===== src/rtl/fir_frame_streamer.sv =====
// Streams one frame to a FIR core: the coefficient bank first, then buffered samples up to the
// sample flagged last, then LENGTH-1 zero pads and a stop pulse. Every output is a flop.
module fir_frame_streamer #(
    parameter int LENGTH     = 20,
    parameter int DATA_WIDTH = 8,
    parameter int FIFO_DEPTH = 64
) (
    input  logic                         clock,
    input  logic                         resetN,
    input  logic                         coeffWrite,
    input  logic signed [DATA_WIDTH-1:0] coeffData,
    input  logic                         sampleWrite,
    input  logic signed [DATA_WIDTH-1:0] sampleData,
    input  logic                         sampleLast,
    input  logic                         start,
    output logic                         sampleFull,
    output logic                         coeffSetFlag,
    output logic signed [DATA_WIDTH-1:0] coeffIn,
    output logic                         loadDataFlag,
    output logic signed [DATA_WIDTH-1:0] dataIn,
    output logic                         stopDataLoadFlag,
    output logic                         busy,
    output logic                         frameDone,
    output logic                         underrun
);

    localparam int CW = $clog2(LENGTH + 1);
    localparam int AW = $clog2(FIFO_DEPTH);
    localparam logic [CW-1:0] LAST_IDX = CW'(LENGTH - 1);
    localparam logic [AW:0]   FULL_CNT = (AW + 1)'(FIFO_DEPTH);

    typedef enum logic [2:0] {IDLE, COEFF, LOAD, PAD, STOP} state_t;

    state_t                  state_q, state_d;
    logic [DATA_WIDTH-1:0]   coeff_bank_q [LENGTH];
    logic [DATA_WIDTH-1:0]   coeff_bank_d [LENGTH];
    logic [CW-1:0]           coeff_wr_idx_q, coeff_wr_idx_d;
    logic [CW-1:0]           coeff_rd_idx_q, coeff_rd_idx_d;
    logic [CW-1:0]           pad_cnt_q, pad_cnt_d;

    logic [DATA_WIDTH:0]     fifo_mem [FIFO_DEPTH];
    logic [AW-1:0]           wr_ptr_q, wr_ptr_d;
    logic [AW-1:0]           rd_ptr_q, rd_ptr_d;
    logic [AW:0]             fifo_cnt_q, fifo_cnt_d;
    logic                    fifo_push, fifo_pop, fifo_empty;
    logic [DATA_WIDTH:0]     fifo_head;

    logic                    full_q, full_d;
    logic                    coeff_flag_q, coeff_flag_d;
    logic [DATA_WIDTH-1:0]   coeff_q, coeff_d;
    logic                    load_flag_q, load_flag_d;
    logic [DATA_WIDTH-1:0]   data_q, data_d;
    logic                    stop_flag_q, stop_flag_d;
    logic                    busy_q, busy_d;
    logic                    done_q, done_d;
    logic                    underrun_q, underrun_d;

    // Outputs are computed one cycle ahead: each state decides what the FIR sees next cycle.
    always_comb begin
        state_d        = state_q;
        coeff_bank_d   = coeff_bank_q;
        coeff_wr_idx_d = coeff_wr_idx_q;
        coeff_rd_idx_d = coeff_rd_idx_q;
        pad_cnt_d      = pad_cnt_q;
        coeff_flag_d   = 1'b0;
        coeff_d        = '0;
        load_flag_d    = 1'b0;
        data_d         = '0;
        stop_flag_d    = 1'b0;
        done_d         = 1'b0;
        underrun_d     = underrun_q;
        fifo_pop       = 1'b0;
        fifo_empty     = (fifo_cnt_q == '0);
        fifo_push      = sampleWrite && !full_q;
        fifo_head      = fifo_mem[rd_ptr_q];

        unique case (state_q)
            IDLE: begin
                if (coeffWrite) begin
                    coeff_bank_d[coeff_wr_idx_q] = coeffData;
                    coeff_wr_idx_d = (coeff_wr_idx_q == LAST_IDX) ? '0 : coeff_wr_idx_q + CW'(1);
                end
                if (start && !fifo_empty) begin
                    underrun_d     = 1'b0;
                    coeff_flag_d   = 1'b1;
                    coeff_d        = coeff_bank_q[0];
                    coeff_rd_idx_d = CW'(1);
                    state_d        = (LENGTH == 1) ? LOAD : COEFF;
                end
            end
            COEFF: begin
                coeff_flag_d   = 1'b1;
                coeff_d        = coeff_bank_q[coeff_rd_idx_q];
                coeff_rd_idx_d = coeff_rd_idx_q + CW'(1);
                if (coeff_rd_idx_q == LAST_IDX) begin
                    state_d = LOAD;
                end
            end
            LOAD: begin
                if (!fifo_empty) begin
                    fifo_pop    = 1'b1;
                    load_flag_d = 1'b1;
                    data_d      = fifo_head[DATA_WIDTH-1:0];
                    if (fifo_head[DATA_WIDTH]) begin
                        pad_cnt_d = LAST_IDX;
                        state_d   = (LENGTH == 1) ? STOP : PAD;
                    end
                end else begin
                    underrun_d = 1'b1;
                end
            end
            PAD: begin
                load_flag_d = 1'b1;
                pad_cnt_d   = pad_cnt_q - CW'(1);
                if (pad_cnt_q == CW'(1)) begin
                    state_d = STOP;
                end
            end
            STOP: begin
                stop_flag_d = 1'b1;
                done_d      = 1'b1;
                state_d     = IDLE;
            end
            default: state_d = IDLE;
        endcase

        wr_ptr_d = wr_ptr_q + AW'(fifo_push);
        rd_ptr_d = rd_ptr_q + AW'(fifo_pop);
        unique case ({fifo_push, fifo_pop})
            2'b10:   fifo_cnt_d = fifo_cnt_q + (AW + 1)'(1);
            2'b01:   fifo_cnt_d = fifo_cnt_q - (AW + 1)'(1);
            default: fifo_cnt_d = fifo_cnt_q;
        endcase
        full_d = (fifo_cnt_d == FULL_CNT);
        busy_d = (state_d != IDLE);
    end

    always_ff @(posedge clock or negedge resetN) begin
        if (!resetN) begin
            state_q        <= IDLE;
            coeff_wr_idx_q <= '0;
            coeff_rd_idx_q <= '0;
            pad_cnt_q      <= '0;
            wr_ptr_q       <= '0;
            rd_ptr_q       <= '0;
            fifo_cnt_q     <= '0;
            full_q         <= 1'b0;
            coeff_flag_q   <= 1'b0;
            coeff_q        <= '0;
            load_flag_q    <= 1'b0;
            data_q         <= '0;
            stop_flag_q    <= 1'b0;
            busy_q         <= 1'b0;
            done_q         <= 1'b0;
            underrun_q     <= 1'b0;
            for (int i = 0; i < LENGTH; i++) begin
                coeff_bank_q[i] <= '0;
            end
        end else begin
            state_q        <= state_d;
            coeff_bank_q   <= coeff_bank_d;
            coeff_wr_idx_q <= coeff_wr_idx_d;
            coeff_rd_idx_q <= coeff_rd_idx_d;
            pad_cnt_q      <= pad_cnt_d;
            wr_ptr_q       <= wr_ptr_d;
            rd_ptr_q       <= rd_ptr_d;
            fifo_cnt_q     <= fifo_cnt_d;
            full_q         <= full_d;
            coeff_flag_q   <= coeff_flag_d;
            coeff_q        <= coeff_d;
            load_flag_q    <= load_flag_d;
            data_q         <= data_d;
            stop_flag_q    <= stop_flag_d;
            busy_q         <= busy_d;
            done_q         <= done_d;
            underrun_q     <= underrun_d;
        end
    end

    // Sample storage needs no reset: emptiness is carried by the pointers and count.
    always_ff @(posedge clock) begin
        if (fifo_push) begin
            fifo_mem[wr_ptr_q] <= {sampleLast, sampleData};
        end
    end

    assign sampleFull       = full_q;
    assign coeffSetFlag     = coeff_flag_q;
    assign coeffIn          = coeff_q;
    assign loadDataFlag     = load_flag_q;
    assign dataIn           = data_q;
    assign stopDataLoadFlag = stop_flag_q;
    assign busy             = busy_q;
    assign frameDone        = done_q;
    assign underrun         = underrun_q;

endmodule


===== config.mk =====
export PLATFORM = sky130hd
export DESIGN_NAME = fir_frame_streamer
export DESIGN_NICKNAME = d
export VERILOG_FILES = /design/src/rtl/fir_frame_streamer.sv
export SDC_FILE = /design/constraint.sdc
export NUM_CORES = 1
export LEC_CHECK = 0
export ABC_CLOCK_PERIOD_IN_PS = 3900
export BUFFER_PORTS_ARGS = -buffer_cell sky130_fd_sc_hd__buf_2
export CAP_MARGIN = 20
export CORE_MARGIN = 2
export CORE_UTILIZATION = 30
export CTS_CLUSTER_SIZE = 40
export DETAILED_ROUTE_END_ITERATION = 8
export PLACE_DENSITY = 0.42
export SETUP_SLACK_MARGIN = 0.3
export SYNTH_ARGS = -nofsm -noshare
export SYNTH_HDL_FRONTEND = slang
export SYNTH_SLANG_ARGS = --single-unit

===== constraint.sdc =====
create_clock -name clock -period 3.9 [get_ports clock]
set_input_delay 0 -clock clock [delete_from_list [all_inputs] [get_ports clock]]
set_output_delay 0 -clock clock [all_outputs]
set_load 0.05 [all_outputs]

==> summary.md, run 1 <==
| Metric | Value |
|---|---|
| Share of post-route cells with drive strength above 1 | `36.39%` |
| Met1 Usage GRT | `21.53%` |
| RSZ-0062 raised after global routing | `no` |
| Slew @ Worst Pin | `979.5 ps` |
| Post-CTS Resized | `0` |
| Final setup viols | `0` |
| Mux cell area share after synthesis | `21.95%` |
| Clock Pin Slew Worst Setup and Hold Paths | `60 ps` |
| Slew headroom | `34.46%` |
| Status | `complete, no violations` |
| Hold_buf cts | `15` |
| Clock sink total | `795` |
| Total track usage | `15.08%` |
| FF-to-FF path depth | `11` |
| Total placed cells including tap cells | `3095` |
| Main synth FF type | `edfxtp_1` |
| Crit path to | `sampleFull$_DFF_PN0_` |
| Chip height | `331.8 µm` |
| Largest family of logic cells by synthesized area | `multiplexers` |
| GP Congestion | `0.7768` |
| Clock Path Buffers | `3` |
| Grt peak-use layer | `met2` |
| Worst Hold Class | `primary input to asynchronous set/reset pin` |
| Core Rows | `120` |
| Synth top area share | `53.66%` |
| Fmax | `316.0 MHz` |
| Largest net degree at the start of global routing | `95` |
| Xor/xnor share of the synthesized area | `0.4891%` |
| Routed via count | `16053` |
| Cells after Synth | `1647` |
| DR WL/cell | `24.90 µm` |
| WS Path Type | `flop to flop` |
| Cell accounting for the most synthesized area | `edfxtp_1` |
| R2r startpoint | `fifo_cnt_q[2]$_DFF_PN0_` |
| Top post-synthesis cells by area | `edfxtp_1 (54%), dfrtp_1 (17%), mux4_2 (16%), mux2_2 (5.7%), nor2_1 (1.0%)` |
| Syn_area_per_cell | `19.57 µm²` |
| Met2 Usage GRT | `23.72%` |
| Final min period | `3165 ps` |
| Vias in the first global route | `17023` |
| Clk root buf | `clkbuf_16` |
| FF-to-FF setup slack | `740 ps` |
| Crit share post-route | `81.14%` |
| CP Launch Type | `flop` |
| Synth Area in Simple Gates | `3.486%` |
| Most used cell, CP | `nor4_1` |
| Yosys reg bits | `795` |
| Nets | `1836` |
| Core box area | `0.1068 mm²` |
| Slew Viols, Final | `0` |
| Die W | `331.8 µm` |
| # port buffers | `44` |
| GR Layer Usage met3 | `2.884%` |
| Post-synth EDFFs | `576` |
| Routed Antenna Nets | `0` |
| Slowest-stage cell, CP | `nor4_1` |
| Compound-cell area share of the yosys netlist | `1.483%` |
| Yosys Warn Count | `0` |
| Vias/cell | `4.896` |
| First-pass GRT wire length | `121900 µm` |
| WP data arrival | `3710 ps` |
| CTS tree | `done` |
| TritonCTS Buffers | `91` |
| Clk_lat worst skew | `660 ps` |
| Ys async rst share | `27.55%` |
| First-pass DRT Iterations | `5` |
| H-Tree Depth | `3` |
| Syn_nets | `1681` |
| Initial antenna violation count | `5` |
| Maximum vdd drop | `319.0 µV` |
| Worst Setup End Kind | `flop` |
| # Max-Cap Violations | `0` |
| Worst setup path start | `fifo_cnt_q[2]$_DFF_PN0_` |
| Detail Placement HPWL | `52240 µm` |
| Final Hold Fails | `0` |
| Setup bufs post-CTS | `0` |
| Mapped Area | `0.03223 mm²` |
| Worst reg2reg endpoint | `sampleFull$_DFF_PN0_` |
| Fin Clk Skew | `41.96 ps` |
| CP peak stage delay | `490 ps` |
| Crit path required time | `4440 ps` |
| Iter 0 DRT Violations | `1193` |
| Setup TNS | `0 ps` |
| Post-synthesis sequential area ratio | `70.66%` |
| Ports | `45` |
| Starting Density | `30.20%` |
| GRT Residual Overflow | `0` |
| Yosys cell types | `58` |
| Residual DRC count | `0` |
| Total routed wirelength | `81640 µm` |
| CP max FO | `9` |
| Die area | `0.1101 mm²` |
| P&R area growth vs syn | `17.31%` |
| Adder-Cell Fraction of Synth Area | `0.4658%` |
| Cell Chain, Critical Path | `nor4_1 -> a211o_1 -> nor2_1 -> xor2_1 -> ha_1 -> nand2_1 -> o21ai_0 -> a22o_1 -> a211oi_1 -> and3b_1 -> nor4_1` |
| Leak pwr | `13.40 nW` |
| Filler-free cell count of the finished design | `3279` |
| PD cells | `700.4 mW/mm²` |
-- registers in the layout (all words and copies together) (netlist names), 3 cells and up --
name            cells
coeff_wr_idx_q      5
rd_ptr_q            6
fifo_mem          576
dataIn              8
wr_ptr_q            6
fifo_cnt_q          7
coeff_bank_q      160
state_q             3
coeff_rd_idx_q      5
pad_cnt_q           5
coeffIn             8
-- cell usage after synthesis, types with 3 or more instances --
cell	count
edfxtp_1	576
mux4_2	229
dfrtp_1	219
mux2_2	164
nor2_1	88
clkbuf_1	58
nand2_1	58
buf_2	25
o21ai_0	24
nand3_1	19
and2_1	15
buf_1	15
ha_1	12
a21oi_1	10
xor2_1	10
a22oi_1	9
inv_1	8
nor2b_1	8
nor3_1	8
xnor2_1	8
mux2i_1	7
nand2b_1	7
nand3b_1	7
nand4_1	5
nor3b_1	5
a22o_1	4
a31oi_1	4
buf_4	3
clkinv_1	3
or3b_2	3
-- worst min path at each step --
stage,from,endpoint,slack (ps),cells after the start
after global routing,resetN,fifo_cnt_q[3]$_DFF_PN0_,50,3
after global placement,resetN,sampleFull$_DFF_PN0_,70,1
after CTS,sampleData[5],fifo_mem[11][5]$_DFFE_PP_,0.5,2
after floorplan,resetN,busy$_DFF_PN0_,-300,0
after detailed placement,resetN,fifo_cnt_q[4]$_DFF_PN0_,90,1
final,resetN,fifo_cnt_q[4]$_DFF_PN0_,20,3
-- cell usage in the layout (no fill, tap or decap), drive strengths merged, types with 15 or more instances in the layout --
cell / n
and2: 15
buf: 149
clkbuf: 128
clkinv: 31
dfrtp: 219
dlygate4sd3: 15
edfxtp: 576
mux2: 164
mux4: 229
nand2: 58
nand3: 19
nor2: 88
o21ai: 24
-- worst max-delay path: cells and delay by family (launching register included) --
kind,cells,cell delay (ps)
DFF,1,470
adders and majority gates,1,280
xor gates and xnor gates,1,170
AOI/OAI and AO/OA,4,880
and+or+nand+nor,5,1250
-- layer usage --
metal	routed length [µm]	part of all wire, %
met1	38190	47
met3	3749	4.6
met4	1489	1.8
met2	38200	47
met5	15	0.018
-- layout make-up --
cell class | count | area (µm²)
multi-input combinational | 739 | 8984
sequential | 795 | 22790
timing repair buffer | 164 | 1289
fill | 9906 | 68940
inverter | 11 | 41.29
tap | 1403 | 1755
clock buffer | 128 | 2539
antenna | 2 | 5.005
clock inverter | 37 | 411.6
-- through the flow --
step	cell area, µm²	hold WS [ps]	total power, mW	worst slack [ps]	utilization [%]
after global placement	34660	72.37	18.34	738.4	32.47
after floorplan	32230	-295.6	15.80	919.6	-
after CTS	37780	0.4694	26.96	741.8	35.39
final	37810	19.44	26.49	735.4	35.42
after detailed placement	34660	86.64	18.42	757.5	32.47
after global routing	37810	47.64	27.81	373.3	35.42
-- logic make-up (layout without fill, tap and decap cells) --
logic type / after synthesis / count (layout)
mux: 400 / 400
other cells: 0 / 2
compound gates: 72 / 72
fa+ha+maj: 12 / 12
simple gates: 237 / 237
xor+xnor: 18 / 18
buf+inv: 113 / 340
flops: 795 / 795
-- power by group --
part           switching, mW  internal (mW)  total [mW]
Sequential             0.868           10.1        10.9
Clock                   3.46           4.95        8.41
Combinational           3.64           3.51        7.15
Power figures use the tool's default switching activity.
==> run 2: changes to the inputs <==
Settings changed: ABC_CLOCK_PERIOD_IN_PS 3900 to 3100.
Clock period 3.9 ns to 3.1 ns, I/O delays scaled along.
==> run 2 against run 1 <==
Effect of this change:
- non-clock buffer count up 46
- routed wire length rose by 1.1%
- die area stayed put
- clock skew rose by 12 ps
- clock power grew 26%
- clock-buffer cell count down 15
- cell count is 1.4% higher
- combinational power increased by 39%
==> summary.md, run 2 (synthesis results as in run 1) <==
| Metric | Value |
|---|---|
| Leak pwr | `13.71 nW (+2.3%)` |
| CP max FO | `14 (+5)` |
| FF-to-FF path depth | `6 (-5)` |
| Fin worst setup slack | `365.3 ps (-370.1 ps)` |
| Setup TNS | `0 ps (unchanged)` |
| Routed via count | `16214 (+1.0%)` |
| Crit path to | `dataIn[5]$_DFF_PN0_` |
| Total placed cells including tap cells | `3110 (+0.48%)` |
| DR WL/cell | `24.82 µm (-0.31%)` |
| Most common cell after layout, fill and taps aside | `edfxtp_1` |
| Grt peak-use layer | `met2` |
| Vias/cell | `4.875 (-0.42%)` |
| Final setup viols | `0 (unchanged)` |
| Ports | `45 (unchanged)` |
| Status | `complete, no violations` |
| Filler-free cell count of the finished design | `3326 (+1.4%)` |
| Worst Setup End Kind | `flop` |
| Total track usage | `15.01% (-0.073 points)` |
| First-pass DRT Iterations | `5 (unchanged)` |
| Pwr Total | `34.10 mW (+29%)` |
| Commonest non-fill, non-tap cells in the layout | `edfxtp_1 (576), mux4_2 (229), dfrtp_1 (210), mux2_2 (164), buf_4 (115)` |
| Crit share post-route | `88.22% (+7.1 points)` |
| Slew @ Worst Pin | `1024 ps (+44.45 ps)` |
| Clk root buf | `clkbuf_16` |
| CP Launch Type | `flop` |
| Routed Antenna Nets | `0 (unchanged)` |
| Core box area | `0.1068 mm² (unchanged)` |
| Clock sink total | `795 (unchanged)` |
| Die area | `0.1101 mm² (unchanged)` |
| Vias in the first global route | `17189 (+0.98%)` |
| Slew headroom | `31.73% (-2.7 points)` |
| Fin Clk Skew | `54.10 ps (+12.14 ps)` |
| WS Path Type | `flop to flop` |
| R2r startpoint | `rd_ptr_q[0]$_DFF_PN0_` |
| # Max-Cap Violations | `0 (unchanged)` |
| Total routed wirelength | `82550 µm (+1.1%)` |
| Biggest register | `fifo_mem` |
| Detail Placement HPWL | `52240 µm (about the same)` |
| Crit path required time | `3690 ps (-750 ps)` |
| Worst setup path start | `rd_ptr_q[0]$_DFF_PN0_` |
| Final Hold Fails | `0 (unchanged)` |
| RSZ-0062 raised after global routing | `yes` |
| Slew Viols, Final | `0 (unchanged)` |
| PD cells | `884.5 mW/mm² (+26%)` |
| Diode count | `0 (-2)` |
| Die W | `331.8 µm (unchanged)` |
| Starting Density | `30.20% (unchanged)` |
| Maximum vdd drop | `452.6 µV (+42%)` |
| H-Tree Depth | `3 (unchanged)` |
| Chip height | `331.8 µm (unchanged)` |
| Met2 Usage GRT | `23.99% (+0.27 points)` |
| Post-place setup slack | `244.7 ps (-512.8 ps)` |
| Iter 0 DRT Violations | `1184 (-0.75%)` |
| GRT Residual Overflow | `0 (unchanged)` |
| First-pass GRT wire length | `121400 µm (-0.46%)` |
| WP data arrival | `3330 ps (-380 ps)` |
| Clock Pin Slew Worst Setup and Hold Paths | `60 ps (about the same)` |
| GR Layer Usage met3 | `2.464% (-0.42 points)` |
| CTS tree | `done` |
| Clk_lat worst skew | `700 ps (+40 ps)` |
| Worst reg2reg endpoint | `dataIn[5]$_DFF_PN0_` |
| Initial antenna violation count | `5 (unchanged)` |
| Share of post-route cells with drive strength above 1 | `38.64% (+2.2 points)` |
| Fmax | `365.7 MHz (+16%)` |
| Core Rows | `120 (unchanged)` |
| FF-to-FF setup slack | `370 ps (-370 ps)` |
| Residual DRC count | `0 (unchanged)` |
| Worst Hold Class | `primary input to flop` |
| Largest regs | `fifo_mem x576, coeff_bank_q x160` |
| # port buffers | `44 (unchanged)` |
| P&R area growth vs syn | `19.62%` |
| Clock Path Buffers | `3 (unchanged)` |
| GP Congestion | `0.7487 (-3.6%)` |
| Met1 Usage GRT | `21.16% (-0.37 points)` |
| TritonCTS Buffers | `91 (unchanged)` |
| Final min period | `2735 ps (-429.9 ps)` |
| Nets | `1882 (+2.5%)` |
| Max reg flops | `576 (unchanged)` |
| Largest net degree at the start of global routing | `121 (+27%)` |
==> run 2: changes by cell type in the layout (fill, tap and decap cells not counted), sizes merged <==
cell,before,now
buf,149,186
diode,2,0
clkbuf,128,116
clkinv,31,42
bufinv,6,7
dlygate4sd3,15,21
inv,11,10
clkinvlp,0,7
==> run 2: through the flow <==
| step | hold WS (ps) | instance area, µm² | util, % |
|---|---|---|---|
| after detailed placement | -25.30 | 34900 | 32.69 |
| after global routing | 113.1 | 38560 | 36.12 |
| final | 60.17 | 38560 | 36.12 |
| after floorplan | -295.6 | 32250 | - |
| after global placement | -28.00 | 34900 | 32.69 |
| after CTS | 60.28 | 38200 | 35.78 |
==> run 2: metal layers <==
metal  wire (µm)  share of wire [%]
met5           0                  0
met2       39640                 48
met1       38170                 46
met4        1949                2.4
met3        2788                3.4
==> run 2: cell type report <==
class | instances | area [µm²]
multi-input cells | 739 | 9049
repair buffers | 210 | 1941
inverters | 11 | 46.29
well taps | 1403 | 1755
fillers | 9824 | 68190
clock buffers | 113 | 2400
flip-flops and latches | 795 | 22790
clock inverters | 55 | 574.3
==> run 2: power breakdown <==
part | switching (mW) | internal [mW]
clock network | 4.48 | 6.13
logic | 4.99 | 4.97
registers | 0.866 | 12.7
total | 10.3 | 23.8
==> run 2: worst min path at each step <==
stage	endpoint	slack, ps	from	cells past startpoint
finish	fifo_mem[10][5]$_DFFE_PP_	60	sampleData[5]	1
global route	fifo_mem[10][5]$_DFFE_PP_	110	sampleData[5]	1
CTS	fifo_mem[7][5]$_DFFE_PP_	60	sampleData[5]	1
detailed placement	pad_cnt_q[4]$_DFFE_PN0P_	-30	resetN	1
global placement	pad_cnt_q[4]$_DFFE_PN0P_	-30	resetN	1
floorplan	busy$_DFF_PN0_	-300	resetN	0
==> run 2: worst max-delay path: stages, from the launching register on <==
cell and delay, ps:
dfrtp_4 420, buf_4 210, buf_16 190, mux4_2 550
mux4_2 590, mux4_2 480, and2_1 160
==> run 2: timing repair <==
action | CTS | global route
hold buffers | 18 | 4
setup buffers | 6 | 12
cloned | 1 | 3
setup endpoints to repair | 7 | 12
hold endpoints to repair | 495 | 142
resized for setup | 6 | 20
pin swaps | 0 | 12
==> run 3: changes to the inputs <==
Settings changed: PLACE_DENSITY 0.42 to default.
==> run 3 against run 2 <==
Effect of this change:
- non-clock buffer count shrank 2
- combinational power shrank 3.0%
- sequential share of layout area up 0.35 points
- die area unchanged
- cell count shrank 0.42%
- flip-flop and latch count unchanged
- maximum frequency grew 0.14%
- first-iteration DRC count increased by 19%
==> summary.md, run 3 (synthesis results as in run 1) <==
| Metric | Value |
|---|---|
| Met1 Usage GRT | `18.14% (-3.0 points)` |
| Status | `complete, no violations` |
| Biggest register | `fifo_mem` |
| Clock Path Buffers | `3 (unchanged)` |
| Clk root buf | `clkbuf_16` |
| Crit path required time | `3650 ps (-40 ps)` |
| CTS tree | `done` |
| Worst Setup End Kind | `flop` |
| H-Tree Depth | `3 (unchanged)` |
| Setup TNS | `0 ps (unchanged)` |
| Final setup viols | `0 (unchanged)` |
| Final Hold Fails | `0 (unchanged)` |
| Met2 Usage GRT | `22.10% (-1.9 points)` |
| Core Rows | `120 (unchanged)` |
| Maximum vdd drop | `475.1 µV (+5.0%)` |
| Crit share post-route | `88.09% (-0.13 points)` |
| Total track usage | `13.47% (-1.5 points)` |
| WP data arrival | `3280 ps (-50 ps)` |
| Worst Hold Class | `primary input to flop` |
| GRT Residual Overflow | `0 (unchanged)` |
| WS Path Type | `flop to flop` |
| Clock sink total | `795 (unchanged)` |
| Clock Pin Slew Worst Setup and Hold Paths | `60 ps (about the same)` |
| Slew headroom | `26.22% (-5.5 points)` |
| Initial antenna violation count | `1 (-4)` |
| GP Congestion | `0.8047 (+7.5%)` |
| CP Launch Type | `flop` |
| Commonest non-fill, non-tap cells in the layout | `edfxtp_1 (576), mux4_2 (229), dfrtp_1 (211), mux2_2 (164), buf_4 (124)` |
| Detail Placement HPWL | `48070 µm (-8.0%)` |
| GR Layer Usage met3 | `2.540% (+0.076 points)` |
| Ports | `45 (unchanged)` |
| Total routed wirelength | `73950 µm (-10%)` |
| Leak pwr | `13.65 nW (-0.42%)` |
| P&R area growth vs syn | `18.92%` |
| Die W | `331.8 µm (unchanged)` |
| Max reg flops | `576 (unchanged)` |
| Slew Viols, Final | `0 (unchanged)` |
| RSZ-0062 raised after global routing | `yes` |
| PD cells | `875.4 mW/mm² (-1.0%)` |
| TritonCTS Buffers | `86 (-5.5%)` |
| Fin Clk Skew | `24.27 ps (-29.83 ps)` |
| Slew @ Worst Pin | `1107 ps (+82.75 ps)` |
| First-pass DRT Iterations | `5 (unchanged)` |
| Starting Density | `30.20% (unchanged)` |
| Routed Antenna Nets | `0 (unchanged)` |
| Iter 0 DRT Violations | `1406 (+19%)` |
| Routed via count | `16267 (+0.33%)` |
| Vias/cell | `4.912 (+0.75%)` |
| Chip height | `331.8 µm (unchanged)` |
| Vias in the first global route | `17146 (-0.25%)` |
| Largest net degree at the start of global routing | `137 (+13%)` |
| CP max FO | `8 (-6)` |
| Fmax | `366.2 MHz (+0.14%)` |
| Final min period | `2731 ps (-3.937 ps)` |
| Largest regs | `fifo_mem x576, coeff_bank_q x160` |
| DR WL/cell | `22.33 µm (-10%)` |
| Most common cell after layout, fill and taps aside | `edfxtp_1` |
| Die area | `0.1101 mm² (unchanged)` |
| Grt peak-use layer | `met2` |
| Share of post-route cells with drive strength above 1 | `38.63% (about the same)` |
| # Max-Cap Violations | `0 (unchanged)` |
| # port buffers | `44 (unchanged)` |
| Residual DRC count | `0 (unchanged)` |
| Nets | `1875 (-0.37%)` |
| Core box area | `0.1068 mm² (unchanged)` |
| First-pass GRT wire length | `111800 µm (-7.9%)` |
| Pwr Total | `33.56 mW (-1.6%)` |
| Clk_lat worst skew | `660 ps (-40 ps)` |
==> run 3: per-layer routing <==
layer | vias to the layer above | part of all wire, %
li1 | 6994 | -
met1 | 8707 | 43
met2 | 465 | 49
met3 | 101 | 5.4
met4 | 0 | 2.2
met5 | - | 0
==> run 3: where the power goes <==
group	leakage, nW	internal (mW)	total, mW	switching (mW)
Clock	1.41	6.21	10.4	4.17
Combinational	4.16	4.91	9.67	4.77
Sequential	8.08	12.7	13.5	0.845
==> run 3: final timing paths <==
check / start / endpoint / slack (ps) / cells after the start
worst max-delay path: fifo_cnt_q[2]$_DFF_PN0_ / sampleFull$_DFF_PN0_ / 370 / 11
worst min-delay path: sampleData[5] / fifo_mem[26][5]$_DFFE_PP_ / 10 / 1
worst max register to register: fifo_cnt_q[2]$_DFF_PN0_ / sampleFull$_DFF_PN0_ / 370 / 11
worst min register to register: coeff_bank_q[128]$_DFFE_PN0P_ / coeff_bank_q[128]$_DFFE_PN0P_ / 500 / 1
max in group asynchronous: resetN / coeff_wr_idx_q[1]$_DFFE_PN0P_ / 2050 / 3
min in group asynchronous: resetN / fifo_cnt_q[0]$_DFF_PN0_ / 60 / 2
==> run 3: worst max-delay path, cell delays in order (launching register included) <==
cell,delay (ps)
dfrtp_1,410
nor4_4,320
a211o_1,260
inv_1,100
ha_2,210
inv_2,120
and4_1,230
a31oi_1,120
o32ai_2,270
xor2_1,260
nand3b_1,150
nor4_2,170
==> run 3: timing repair <==
item	CTS	global route
buffers inserted	10	4
setup endpoints to repair	10	3
endpoints found under the hold margin	340	67
hold buffers	12	3
pin swaps	1	3
resized for setup	2	9
cloned	0	0
==> run 3: final cells by class <==
| class | count | area [µm²] |
|---|---|---|
| multi-input cells | 739 | 9036 |
| well taps | 1403 | 1755 |
| repair buffers | 208 | 1819 |
| flip-flops and latches | 795 | 22790 |
| fillers | 9727 | 68420 |
| clock inverters | 48 | 580.6 |
| inverters | 11 | 41.29 |
| clock buffers | 107 | 2303 |
| diodes | 1 | 2.502 |
==> run 3: per-stage QoR <==
| step | util [%] | instance area [µm²] | hold WS, ps | setup WS, ps | instances |
|---|---|---|---|---|---|
| after floorplan | - | 32250 | -295.6 | 305.0 | 1647 |
| after global placement | 32.80 | 35020 | 208.7 | 215.5 | 3123 |
| after detailed placement | 32.82 | 35040 | 226.8 | 192.7 | 3124 |
| after CTS | 35.75 | 38170 | 21.94 | 236.5 | 3301 |
| after global routing | 35.91 | 38330 | 46.80 | 197.0 | 3311 |
| final | 35.91 | 38330 | 12.11 | 369.2 | 3312 |
